<file path="config.mk">
export PLATFORM = sky130hd
export DESIGN_NAME = e0_keystream_gen
export DESIGN_NICKNAME = d
export VERILOG_FILES = /design/src/rtl/e0_keystream_gen.sv
export SDC_FILE = /design/constraint.sdc
export NUM_CORES = 1
export LEC_CHECK = 0
export CORE_MARGIN = 3
export CORE_UTILIZATION = 40
export DETAILED_ROUTE_END_ITERATION = 12
export REMOVE_ABC_BUFFERS = 1
export SLEW_MARGIN = 20
export SYNTH_ARGS = -nofsm -noshare
export SYNTH_HDL_FRONTEND = slang
export SYNTH_SLANG_ARGS = --single-unit
</file>
<file path="constraint.sdc">
create_clock -name clk -period 3.3 [get_ports clk]
set_input_delay 0.33 -clock clk [delete_from_list [all_inputs] [get_ports clk]]
set_output_delay 0.33 -clock clk [all_outputs]
set_load 0.02 [all_outputs]
</file>
<file path="src/rtl/e0_keystream_gen.sv">
// Bluetooth E0 keystream generator: OUT_W unrolled steps per clock, load handshake,
// optional warm-up discard and a valid/ready output register.
//
// state    | meaning
// IDLE     | waiting for the first initial state
// LOAD     | initial state captured, warm-up counter armed
// WARMUP   | stepping the core and discarding keystream bits
// RUN      | producing keystream words under backpressure
module e0_keystream_gen #(
  parameter int OUT_W  = 1,
  parameter int WARMUP = 0
) (
  input  logic             clk,
  input  logic             rst,
  input  logic             load_valid,
  output logic             load_ready,
  input  logic [127:0]     load_lfsr,
  input  logic [3:0]       load_c,
  output logic [OUT_W-1:0] ks_data,
  output logic             ks_valid,
  input  logic             ks_ready,
  output logic             busy
);

  localparam int CW = 11;
  localparam logic [CW-1:0] WARM_CYC = CW'(WARMUP / OUT_W);

  if (OUT_W < 1 || OUT_W > 8) begin : g_bad_out_w
    $error("e0_keystream_gen: OUT_W must be in 1..8");
  end
  if (WARMUP < 0 || WARMUP > 1024 || (WARMUP % OUT_W) != 0) begin : g_bad_warmup
    $error("e0_keystream_gen: WARMUP must be 0..1024 and a multiple of OUT_W");
  end

  // Field order matches {load_lfsr, load_c}, so a load is a plain vector copy.
  typedef struct packed {
    logic [38:0] r4;
    logic [32:0] r3;
    logic [30:0] r2;
    logic [24:0] r1;
    logic [1:0]  cp;
    logic [1:0]  c;
  } e0_t;

  typedef enum logic [1:0] {S_IDLE, S_LOAD, S_WARMUP, S_RUN} state_t;

  function automatic logic e0_z(input e0_t s);
    return s.r1[24] ^ s.r2[30] ^ s.r3[32] ^ s.r4[38] ^ s.c[0];
  endfunction

  function automatic e0_t e0_next(input e0_t s);
    e0_t        n;
    logic [2:0] y;
    logic [1:0] carry;
    y     = {2'b00, s.r1[24]} + {2'b00, s.r2[30]} + {2'b00, s.r3[32]} + {2'b00, s.r4[38]};
    carry = 2'((y + {1'b0, s.c}) >> 1);
    n.c   = carry ^ s.c ^ {s.cp[0], s.cp[1] ^ s.cp[0]};
    n.cp  = s.c;
    n.r1  = {s.r1[23:0], s.r1[24] ^ s.r1[19] ^ s.r1[11] ^ s.r1[7]};
    n.r2  = {s.r2[29:0], s.r2[30] ^ s.r2[23] ^ s.r2[15] ^ s.r2[11]};
    n.r3  = {s.r3[31:0], s.r3[32] ^ s.r3[27] ^ s.r3[23] ^ s.r3[3]};
    n.r4  = {s.r4[37:0], s.r4[38] ^ s.r4[35] ^ s.r4[27] ^ s.r4[3]};
    return n;
  endfunction

  state_t           state, state_nx;
  e0_t              st, adv, load_st;
  logic [OUT_W-1:0] word;
  logic [CW-1:0]    cnt;
  logic             rdy_en;
  logic             load_hs;
  logic             advance;

  assign load_st    = {load_lfsr, load_c};
  // rdy_en keeps load_ready low until the first clock after reset release.
  assign load_ready = rdy_en && (state == S_IDLE || state == S_RUN);
  assign load_hs    = load_valid && load_ready;
  assign busy       = (state == S_LOAD) || (state == S_WARMUP);
  assign advance    = (state == S_RUN) && (!ks_valid || ks_ready);

  always_comb begin
    word = '0;
    adv  = st;
    for (int k = 0; k < OUT_W; k++) begin
      word[k] = e0_z(adv);
      adv     = e0_next(adv);
    end
  end

  always_comb begin
    state_nx = state;
    case (state)
      S_IDLE, S_RUN: if (load_hs) state_nx = S_LOAD;
      S_LOAD:        state_nx = (WARMUP > 0) ? S_WARMUP : S_RUN;
      S_WARMUP:      if (cnt <= CW'(1)) state_nx = S_RUN;
      default:       state_nx = S_IDLE;
    endcase
  end

  always_ff @(posedge clk or negedge rst) begin
    if (!rst) begin
      state    <= S_IDLE;
      st       <= '0;
      cnt      <= '0;
      ks_data  <= '0;
      ks_valid <= 1'b0;
      rdy_en   <= 1'b0;
    end else begin
      rdy_en <= 1'b1;
      state  <= state_nx;
      // A load abandons any stream in flight, including a held output word.
      if (load_hs) begin
        st       <= load_st;
        cnt      <= WARM_CYC;
        ks_valid <= 1'b0;
      end else if (state == S_WARMUP) begin
        st  <= adv;
        cnt <= cnt - CW'(1);
      end else if (advance) begin
        st       <= adv;
        ks_data  <= word;
        ks_valid <= 1'b1;
      end
    end
  end

endmodule

</file>
==> results.md, run 1 <==
- The total iterations of the first detailed-routing run is 5.
- The detailed placement HPWL is around 10 mm.
- The first-iteration detailed-routing DRC count is ~300.
- The number of flops mapped to enable cells by yosys is 0.
- Clock tree synthesis selected as its root buffer the cell clkbuf_16.
- Once placement completed, the tool counted placed cells totaling between 1000 and 1500.
- The global routing stage identified its most utilized layer as met2.
- The data required time at the worst endpoint is approximately 3600 ps.
- The final critical-path share of the clock period is 75.5%.
- Measured along the x axis, the die boundary spans approximately 140 um.
- The type of the most critical hold path is in -> reg.
- For this run, asynchronously set or reset flops after synthesis account for 100%.
- The final max-slew violation count was 0.
- After clock tree synthesis, the repair step resized 0 gates.
- The most used flip-flop cell after synthesis is dfrtp_1.
- Along the worst path, the maximum fanout reaches 4.
- The Yosys step of the flow raised 0 warnings.
- For this run, the number of standard cells in the final layout without fillers is around 1200.
- TritonCTS created 17 clock buffers.
- Entering global routing, the biggest net connects 99 pins.
- The congestion estimate from routability-driven global placement came to 0.777.
- In this run the cell area of the synthesized design comes to ~7000 um2.
- In the routed design, unresolved DRC markers number 0.
- The clock drives ~150 sinks.
- The type of element capturing the critical path is a register.
- After synthesis, the cell types taking the most area are dfrtp_1 (53%), nand2_1 (14%), a31oi_1 (11%).
- The hold slack is between 400 and 500 ps.
- The clock network latency to the later pin of the worst-skew pair is 420 ps.
- The detailed router placed 5827 vias in this run.
- The ratio of routed vias to standard cells is between 4 and 5.
- The met1 layer usage reported by global route is roughly 25%.
- The initial antenna violation count is 0.
- The leading area contributor after synthesis is dfrtp_1.
- Derived from the worst setup path, the maximum achievable clock frequency is around 400 MHz.
- The count of final setup violators is 0.
- In this run the mean area of a mapped cell was between 8 and 9 um2.
- After synthesis, the largest area contributor takes up between 50% and 60% of total cell area.
- Summed over all cells, the static leakage comes to roughly 4 nW.
- The number of maximum-capacitance violations is 0.
- In this run the number of H-tree levels came out at 4.
- The overall routing resource usage is ~17%.
- The global route total overflow is 0.
- The number of rows in the core area is 47.
- The average detailed-routed wire length per instance is approximately 14 um.
- By startpoint and endpoint, the worst setup path is classified as reg -> reg.
- The core region is ~17000 um2.
- The final number of hold-violating endpoints came to 0.
- The clock skew after layout is 14.4 ps.
- The run finished with clean final reports.
- For this design the top-level I/O count stands at 140.
- The synthesized netlist cell count is approximately 820.
- Once layout is complete, the utilization of the core stands at around 54%.
- Global routing consumed, on the met3 layer, 5.07% of the routing resources.
- After synthesis the netlist holds a flip-flop and latch count of 148.
- The first global-routing pass estimated 28.0 mm of wire.
- The minimum clock period after layout is 2490 ps.
- At the worst endpoint, the arrival time is 2820 ps.
- In this run the tool buffered the top-level ports with between 100 and 150 buffer cells.
- The final layout contains routed wiring with a total length of roughly 16 mm.
- The worst setup path is launched from a register.
- Setup repair after global routing left no endpoint under its margin.
- The detail route stage leaves a number of antenna-violating nets equal to 0.
- Measured along the y axis, the die boundary spans 139 um.
- Buffers inserted to repair hold after CTS numbered 1.
- The sum of negative setup slack is 0 ps.
- The clock-pin slew of the registers on the worst-case setup and hold paths is about 60 ps.
- TritonCTS built the clock tree.
- The netlist uses 36 different library cells.
- In this run the tightest slew margin relative to its limit is ~52%.
- Summing the sequential cell areas from Yosys gives between 50 and 60% of the chip area.
- Global routing used between 20% and 30% of the available met2 tracks.
- The number of global-route vias before repair was 5728.
- The setup fix buffers added after clock tree synthesis is 0.
- The worst-case vdd ir drop is 565 uV.
- For this run, the post-layout net count is between 1000 and 1500.
- The power density normalized to cell area is between 800 and 900 nW/um2.
- The number of buffers on the longest clock path is 2.
- The full die area is around 19000 um2.
- Once the floorplan was initialized, standard cells occupied a little over two fifths of the core.
- Cells with a size suffix above 1 make up ~5.5% of the layout.
- Fill cells in the final layout number roughly 1600.
- At the pin with the least slew margin, the transition time is about 710 ps.
- The area added between synthesis and finish is 30.8%.
per-stage QoR:
step / power [W] / worst slack [ps] / cell area (um2)
after floorplan: 0.00549 / -3210 / 6720
after global placement: 0.00621 / 832 / 8570
after detailed placement: 0.00627 / 809 / 8570
after CTS: 0.00841 / 790 / 9220
after global routing: 0.00901 / 634 / 9220
final: 0.00828 / 810 / 9220
where the power goes:
group | switching [W] | internal [W]
combinational | 0.00162 | 0.00135
sequential | 0.000529 | 0.00269
clock | 0.000745 | 0.00134
total | 0.00289 | 0.00539
state kept, by name, summed over array words and instances, names as in the netlist:
| name | count |
|---|---|
| adv | 126 |
| cnt | 11 |
| ks_valid | 1 |
| rdy_en | 1 |
| state | 2 |
| ks_data | 1 |
| st | 6 |
metal layers:
metal	share of wire, %	vias to the layer above
met4	0.45	0
met2	46	103
met3	4.8	7
li1	-	2959
met1	49	2758
met5	0	-
area by class of cell:
class / instances / area [um2] / share of cell area [%]
multi-input cells: 609 / 3020 / 32.8
well taps: 220 / 275 / 2.99
clock inverters: 9 / 150 / 1.63
diodes: 1 / 2.50 / 0.0271
flip-flops and latches: 148 / 3700 / 40.2
clock buffers: 22 / 484 / 5.25
inverters: 6 / 22.5 / 0.244
repair buffers: 151 / 1560 / 16.9
placed cells by master, fill, tap and decap left out, types with 2 or more instances in the layout:
cell type	synthesis	routed
a31oi_1	128	128
buf_12	0	6
inv_1	6	6
clkdlybuf4s50_1	0	138
clkinv_2	0	3
nor2_1	146	146
nor4b_2	2	2
nand3_1	4	3
clkbuf_8	0	4
a41oi_1	2	2
o21ai_0	11	11
bufinv_16	0	4
nand2_1	260	260
a21o_1	3	2
clkinvlp_4	0	2
xor2_1	8	8
clkbuf_16	0	17
fa_1	2	2
ha_1	6	6
dfrtp_1	148	148
buf_4	19	5
xnor2_1	20	20
Yosys cell counts (2+ instances only):
master,instances
a41oi_1,2
ha_1,6
xnor2_1,20
fa_1,2
a21o_1,3
buf_2,15
nor4b_2,2
buf_1,5
clkbuf_1,21
xor2_1,8
nand2_1,260
nor2_1,146
buf_4,19
dfrtp_1,148
a31oi_1,128
inv_1,6
nand3_1,4
o21ai_0,11
final timing paths:
check	startpoint	cells past startpoint	endpoint	slack, ps
worst max-delay path	st[28]$_DFFE_PN0P_	8	adv[2]$_DFFE_PN0P_	810
worst min-delay path	load_lfsr[0]	3	adv[5]$_DFFE_PN0P_	480
worst max register to register	st[28]$_DFFE_PN0P_	8	adv[2]$_DFFE_PN0P_	810
worst min register to register	state[0]$_DFFE_PN0P_	2	state[0]$_DFFE_PN0P_	500
max in group asynchronous	rst	3	adv[55]$_DFFE_PN0P_	2010
min in group asynchronous	rst	2	adv[90]$_DFFE_PN0P_	490
cells by family after synthesis:
kind of cell             count (synthesis)  share of synthesized area, %
AND/OR/NAND/NOR                        422                          23.9
AO/OA/AOI/OAI                          150                          13.4
flip-flops                             148                          52.5
buffers and inverters                   67                          4.95
XOR/XNOR                                28                          3.48
adder cells (fa/ha/maj)                  8                          1.63
other                                    1                        0.0532
critical path, stage by stage, from the launching register on:
cell and delay [ps]:
dfrtp_1 430, fa_1 550, ha_1 220, a21o_1 190, fa_1 440, xnor2_1 200, xnor2_1 160, nand3_1 100
o211ai_1 120
(Power assumes the default switching activity.)
==> inputs of run 2 (changes only) <==
clock period = 2.4 ns   (was 3.3 ns; I/O delays follow)
==> run 2 against run 1 <==
Against the previous run: first-iteration DRC count down 26%; non-clock buffer count up 7; wire length shrank 0.75%; fmax rose by 5.1%.
==> results.md, run 2 (synthesis gave the netlist of run 1 again) <==
- The run finished with clean final reports.
- The number of antenna diodes in the final layout is 0.
- The sum of negative setup slack is 0 ps.
- In the routed layout, each cell is associated on average with a via count of just over 5.
- Max-cap violations in this run came to 0.
- The data required time at the worst endpoint is between 2000 and 3000 ps.
- In the final routed layout, each cell accounts on average for 13.9 um.
- The final critical-path share of the clock period is a little over nine tenths.
- At the pin with the least slew margin, the transition time is approximately 520 ps.
- The maximum number of pins on one net before global-route repair is 71.
- The full die area is between 15000 and 20000 um2.
- The register with the most flip-flops in the layout has roughly 130 of them.
- The initial antenna violation count is 1.
- Clock skew on the completed layout was measured at approximately 12 ps.
- The first-iteration detailed-routing DRC count is 223.
- Measured along the y axis, the die boundary spans between 100 and 150 um.
- The detailed placement HPWL is about 10 mm.
- The global route total overflow is 0.
- The final max-slew violation count is 0.
- The path class of the tightest hold or removal check is in -> async.
- Buffers placed on the I/O ports in this run total around 140.
- The floorplan has 47 rows.
- The static power due to leakage is between 4 and 5 nW.
- For this run, design rule violations remaining after detail routing come to 0.
- The worst setup path is launched from a register.
- After clock tree synthesis, the clock-pin slew on the worst setup and hold paths is 60 ps.
- The switching share of power is a little over a third.
- The tree built by TritonCTS fans out to around 150 sinks.
- The wire length of the first global-routing pass is 27.6 mm.
- The share of total power dissipated in the clock network is ~23%.
- The total iterations of the first detailed-routing run is 4.
- Once the floorplan was initialized, standard cells occupied a little over two fifths of the core.
- The vias after detailed routing is between 5000 and 6000.
- In the final design database the tool counted between 1000 and 1500 nets.
- The total of fill cells in the finished design is approximately 1600.
- The number of CTS-inserted buffers is 17.
- The share of total power dissipated in combinational logic is a little under two fifths.
- In the layout the commonest cells are nand2_1 (260), dfrtp_1 (148), nor2_1 (146).
- The worst-case vdd ir drop is between 600 and 700 uV.
- The remaining antenna violation count is 0.
- The root buffer cell is clkbuf_16.
- The overall power after layout is ~0.011 W.
- Setup repair after global routing could not meet its margin everywhere.
- Clock latency on the worst-skew pair, taken at its later pin, is about 420 ps.
- The worst endpoint data arrival time is between 2000 and 3000 ps.
- STA classifies the critical path endpoint as a register.
- The share of layout cells above drive strength 1 is between 6 and 7%.
- The overall routing resource usage is between 10% and 20%.
- The minimum clock period after layout is 2370 ps.
- The number of global-route vias before repair is 5719.
- The setup path with the least slack is of type reg -> reg.
- Measured along the x axis, the die boundary spans between 100 and 150 um.
- The count of final setup violators is 0.
- For this design the total switching power over the nets is roughly 0.004 W.
- The floorplan step defined a core boundary enclosing around 17000 um2.
- The area growth from synthesis to layout is 31.1%.
- The sequential fraction of design power is 39.5%.
- The overall routed net length is ~16 mm.
- The internal portion of total power is a little over 0.007 W.
- The library cell used most frequently in the layout, excluding fill and tap cells, is nand2_1.
- The utilization after layout is about 55%.
- The CTS tree is built.
- The final number of hold-violating endpoints is 0.
- In this run the tightest slew margin relative to its limit is between 60% and 70%.
- Of all nets on the critical path, the largest fanout is 2.
- The number of buffers on the longest clock path is 2.
- The I/O pin count is 140.
- Summing all non-filler instances in the final layout gives an area of about 9200 um2.
- Dividing total power by cell area gives a power density of roughly 1200 nW/um2.
- The routability congestion estimate is roughly 0.75.
- Derived from the worst setup path, the maximum achievable clock frequency is 422 MHz.
- The H-tree level count is 4.
- The cell area reported after detailed placement is ~8700 um2.
run 2: routing by layer:
| layer | global-route usage [%] | vias to the layer above | share of wire, % |
|---|---|---|---|
| li1 | - | 2966 | - |
| met1 | 23.3 | 2819 | 47 |
| met2 | 26.6 | 102 | 47 |
| met3 | 5.07 | 13 | 5.2 |
| met4 | 4.94 | 2 | 1.1 |
| met5 | 0 | - | 0.080 |
run 2: repair_timing:
item | in CTS | in global routing
resized for setup | 0 | 0
buffers inserted | 1 | 0
gates cloned | 0 | 0
pin swaps | 3 | 5
endpoints found under the setup margin | 2 | 2
endpoints found under the hold margin | 53 | 0
hold buffers | 1 | 0
run 2: worst paths after layout:
check,start,to,slack (ps),cells after the start
max in group asynchronous,rst,adv[104]$_DFFE_PN0P_,1400,3
setup / recovery,st[28]$_DFFE_PN0P_,adv[2]$_DFFE_PN0P_,30,8
hold / removal,rst,adv[90]$_DFFE_PN0P_,350,2
setup reg to reg,st[28]$_DFFE_PN0P_,adv[2]$_DFFE_PN0P_,30,8
hold reg to reg,state[0]$_DFFE_PN0P_,state[0]$_DFFE_PN0P_,490,2
min in group clk,load_lfsr[109],adv[114]$_DFFE_PN0P_,390,3
run 2: per-stage QoR:
stage / setup slack (ps) / instances / hold WS (ps)
finish: 30.1 / 1173 / 346
detailed placement: -42.4 / 1139 / 239
global route: -70.3 / 1173 / 379
CTS: 12.5 / 1173 / 357
global placement: -17.5 / 1139 / 239
floorplan: -4110 / 763 / -55.6
run 2: area by class of cell:
| cell class | instances | area (um2) | share of cell area (%) |
|---|---|---|---|
| Sequential cell | 148 | 3700 | 40.1 |
| Multi-Input combinational cell | 609 | 3020 | 32.7 |
| Timing Repair Buffer | 158 | 1660 | 18.0 |
| Clock buffer | 20 | 447 | 4.83 |
| Tap cell | 220 | 275 | 2.98 |
| Clock inverter | 12 | 108 | 1.16 |
| Inverter | 6 | 22.5 | 0.244 |
run 2: worst max-delay path, cell delays in order (launching register included):
cell and delay, ps:
dfrtp_1 390, fa_1 540, ha_1 220, a21o_1 160
fa_1 440, xnor2_1 200, xnor2_1 160, nand3_1 100
o211ai_1 80
run 2: power by group through the flow:
stage,Combinational [W],Sequential [W],Clock [W]
2_1_floorplan,0.00322,0.00432,0
3_3_place_gp,0.00422,0.00443,0
3_5_place_dp,0.00430,0.00444,0
4_1_cts,0.00433,0.00442,0.00257
5_1_grt,0.00485,0.00458,0.00269
6_report,0.00424,0.00441,0.00251
==> inputs of run 3 (changes only) <==
CTS_CLUSTER_DIAMETER = 80   (was default)
TNS_END_PERCENT = 1   (was default)
==> run 3 against run 2 <==
Against the previous run: critical path depth did not move; setup slack is essentially flat; fmax about the same; critical endpoint unchanged; largest power group unchanged; highest routed layer unchanged.
==> results.md, run 3 (synthesis gave the netlist of run 1 again) <==
- The minimum clock period after layout is roughly 2400 ps.
- The chip height is ~140 um.
- The maximum number of pins on one net before global-route repair is 71.
- Detailed placement finished with a half-perimeter wire length of around 10 mm.
- Setup repair after global routing could not meet its margin everywhere.
- The worst setup path is captured at a register.
- The CTS tree is built.
- The cell area reported after detailed placement is 8670 um2.
- The average detailed-routed wire length per instance is approximately 14 um.
- The number of flip-flops in the largest register is around 130.
- The total of fill cells in the finished design is 1602.
- The source of the critical timing path is st[28]$_DFFE_PN0P_.
- The clock network latency to the later pin of the worst-skew pair is between 400 and 500 ps.
- The pre-antenna-repair detailed-routing pass consisted of 4 iterations.
- The sequential cells in the finished layout cover a total of 3700 um2.
- In this run the horizontal extent of the chip is between 100 and 150 um.
- The final number of hold-violating endpoints is 0.
- The number of maximum-capacitance violations is 0.
- The first-iteration detailed-routing DRC count is roughly 230.
- The cell count of the worst reg-to-reg path is 8.
- Summing all non-filler instances in the final layout gives an area of just over 9000 um2.
- The initial antenna violation count is 1.
- Net switching is 36.1% of the power.
- The number of buffers added on ports is roughly 140.
- The data required time at the worst endpoint is 2730 ps.
- Across the VDD grid, the largest voltage drop is ~610 uV.
- In the routed design, unresolved DRC markers number 0.
- The post-cts resize count is 0.
- The static power due to leakage is between 4 and 5 nW.
- The number of sinks on the clock net is 148.
- The final max-slew violation count is 0.
- The source of the worst register-to-register timing path is st[28]$_DFFE_PN0P_.
- The routability congestion estimate is 0.754.
- The number of CTS-inserted buffers is 17.
- Data on the critical path arrives at its endpoint at 2700 ps.
- Following the worst setup path forward leads to its endpoint at adv[2]$_DFFE_PN0P_.
- Internal power comes to a little over 0.007 W.
- Across the routed clock network, the largest skew measured is 11.9 ps.
- The worst setup path is launched from a register.
- The overall routing resource usage is around 17%.
- The H-tree was split into 4 levels.
- In this run the clock root is driven by a clkbuf_16.
- The library cells used most frequently in the layout, excluding fill and tap cells, are nand2_1 (260), dfrtp_1 (148), nor2_1 (146).
- For flop-to-flop paths, the worst setup slack is around 30 ps.
- The clock network accounts for between 20 and 25% of the total power.
- After detailed routing, the total wire length is ~16 mm.
- The number of global-route vias before repair was approximately 5700.
- The wire length of the first global-routing pass is ~28 mm.
- The number of nets in the final layout is approximately 1100.
- Clock-pin slew was measured on the worst setup and hold paths at roughly 60 ps.
- The floorplan has 47 rows.
- The detailed router placed 5885 vias in this run.
- Setup violations remaining at the end of the flow were counted as 0.
- Combinational logic is responsible for between 30% and 40% of the overall power.
- Summing internal, switching and leakage power gives approximately 0.011 W.
- The library cell used most frequently in the layout, excluding fill and tap cells, is nand2_1.
- The transition time at the pin with the least slew margin is 519 ps.
- The highest fanout seen on the critical path is 2.
- The ratio of routed vias to standard cells is ~5.
- The remaining antenna violation count is 0.
- The critical path class is reg -> reg.
- For this design the top-level I/O count stands at 140.
- The run finished with clean final reports.
- The type of the most critical hold path is in -> async.
- The power density normalized to cell area is ~1200 nW/um2.
- Summing all multi-input logic gate instances after layout gives 3020 um2.
- The global route total overflow is 0.
- The number of buffers on the longest clock path is 2.
- The normalized max-slew margin is 65.4%.
- Cells with a size suffix above 1 make up about 6.2% of the layout.
- Derived from the worst setup path, the maximum achievable clock frequency is 422 MHz.
- The area added between synthesis and finish is 31.1%.
- For this configuration, the core starts out at a cell density of between 40% and 50%.
- The net load switching power is 0.00403 W.
- The core box area is roughly 17000 um2.
- The endpoint identified for the worst register-to-register timing path is adv[2]$_DFFE_PN0P_.
- 0 antenna diodes ended up in the layout.
- The full die area is about 19000 um2.
- The sequential fraction of design power is 39.5%.
- The final critical-path share of the clock period is between 90% and 100%.
-- run 3: timing repair --
item                                   in CTS  in global routing
hold buffers                                1                  0
cloned                                      0                  0
setup buffers                               1                  0
pin swaps                                   3                  5
endpoints found under the hold margin      53                  0
setup endpoints to repair                   2                  2
-- run 3: layer usage --
layer	vias to the layer above	part of all wire [%]	track usage, %
met5	-	0.080	0
met4	2	1.1	4.94
met3	15	5.4	5.07
met2	111	47	26.6
met1	2790	47	23.3
li1	2967	-	-
-- run 3: power groups by stage --
| stage | Combinational (W) | Sequential (W) | Clock [W] |
|---|---|---|---|
| 2_1_floorplan | 0.00322 | 0.00432 | 0 |
| 3_3_place_gp | 0.00422 | 0.00443 | 0 |
| 3_5_place_dp | 0.00430 | 0.00444 | 0 |
| 4_1_cts | 0.00433 | 0.00442 | 0.00257 |
| 5_1_grt | 0.00485 | 0.00458 | 0.00269 |
| 6_report | 0.00424 | 0.00441 | 0.00251 |
-- run 3: how the worst min path moves through the flow --
stage,from,to,slack [ps],depth (start not counted)
global route,rst,adv[90]$_DFFE_PN0P_,380,2
floorplan,rst,adv[100]$_DFFE_PN0P_,-60,0
CTS,rst,adv[90]$_DFFE_PN0P_,360,2
finish,rst,adv[90]$_DFFE_PN0P_,340,2
detailed placement,rst,adv[90]$_DFFE_PN0P_,240,1
global placement,rst,adv[90]$_DFFE_PN0P_,240,1
-- run 3: through the flow --
step | utilization [%] | TNS (ps) | std cells | setup WS, ps | hold slack, ps
3_5_place_dp | 51.2 | -56.1 | 1139 | -42.4 | 239
3_3_place_gp | 51.2 | -17.5 | 1139 | -17.5 | 239
2_1_floorplan | - | -512370 | 763 | -4110 | -55.6
4_1_cts | 54.6 | 0 | 1173 | 12.5 | 357
5_1_grt | 54.6 | -115 | 1173 | -70.3 | 379
6_report | 54.6 | 0 | 1173 | 30.2 | 342
-- run 3: layout make-up --
class / instances / area share, %
clock buffer: 20 / 4.83
timing repair buffer: 158 / 18.0
tap: 220 / 2.98
inverter: 6 / 0.244
clock inverter: 12 / 1.16
sequential: 148 / 40.1
multi-input combinational: 609 / 32.7
-- run 3: worst max-delay path: stages, from the launching register on --
cell      delay [ps]
dfrtp_1          390
fa_1             540
ha_1             220
a21o_1           160
fa_1             440
xnor2_1          200
xnor2_1          160
nand3_1          100
o211ai_1          80
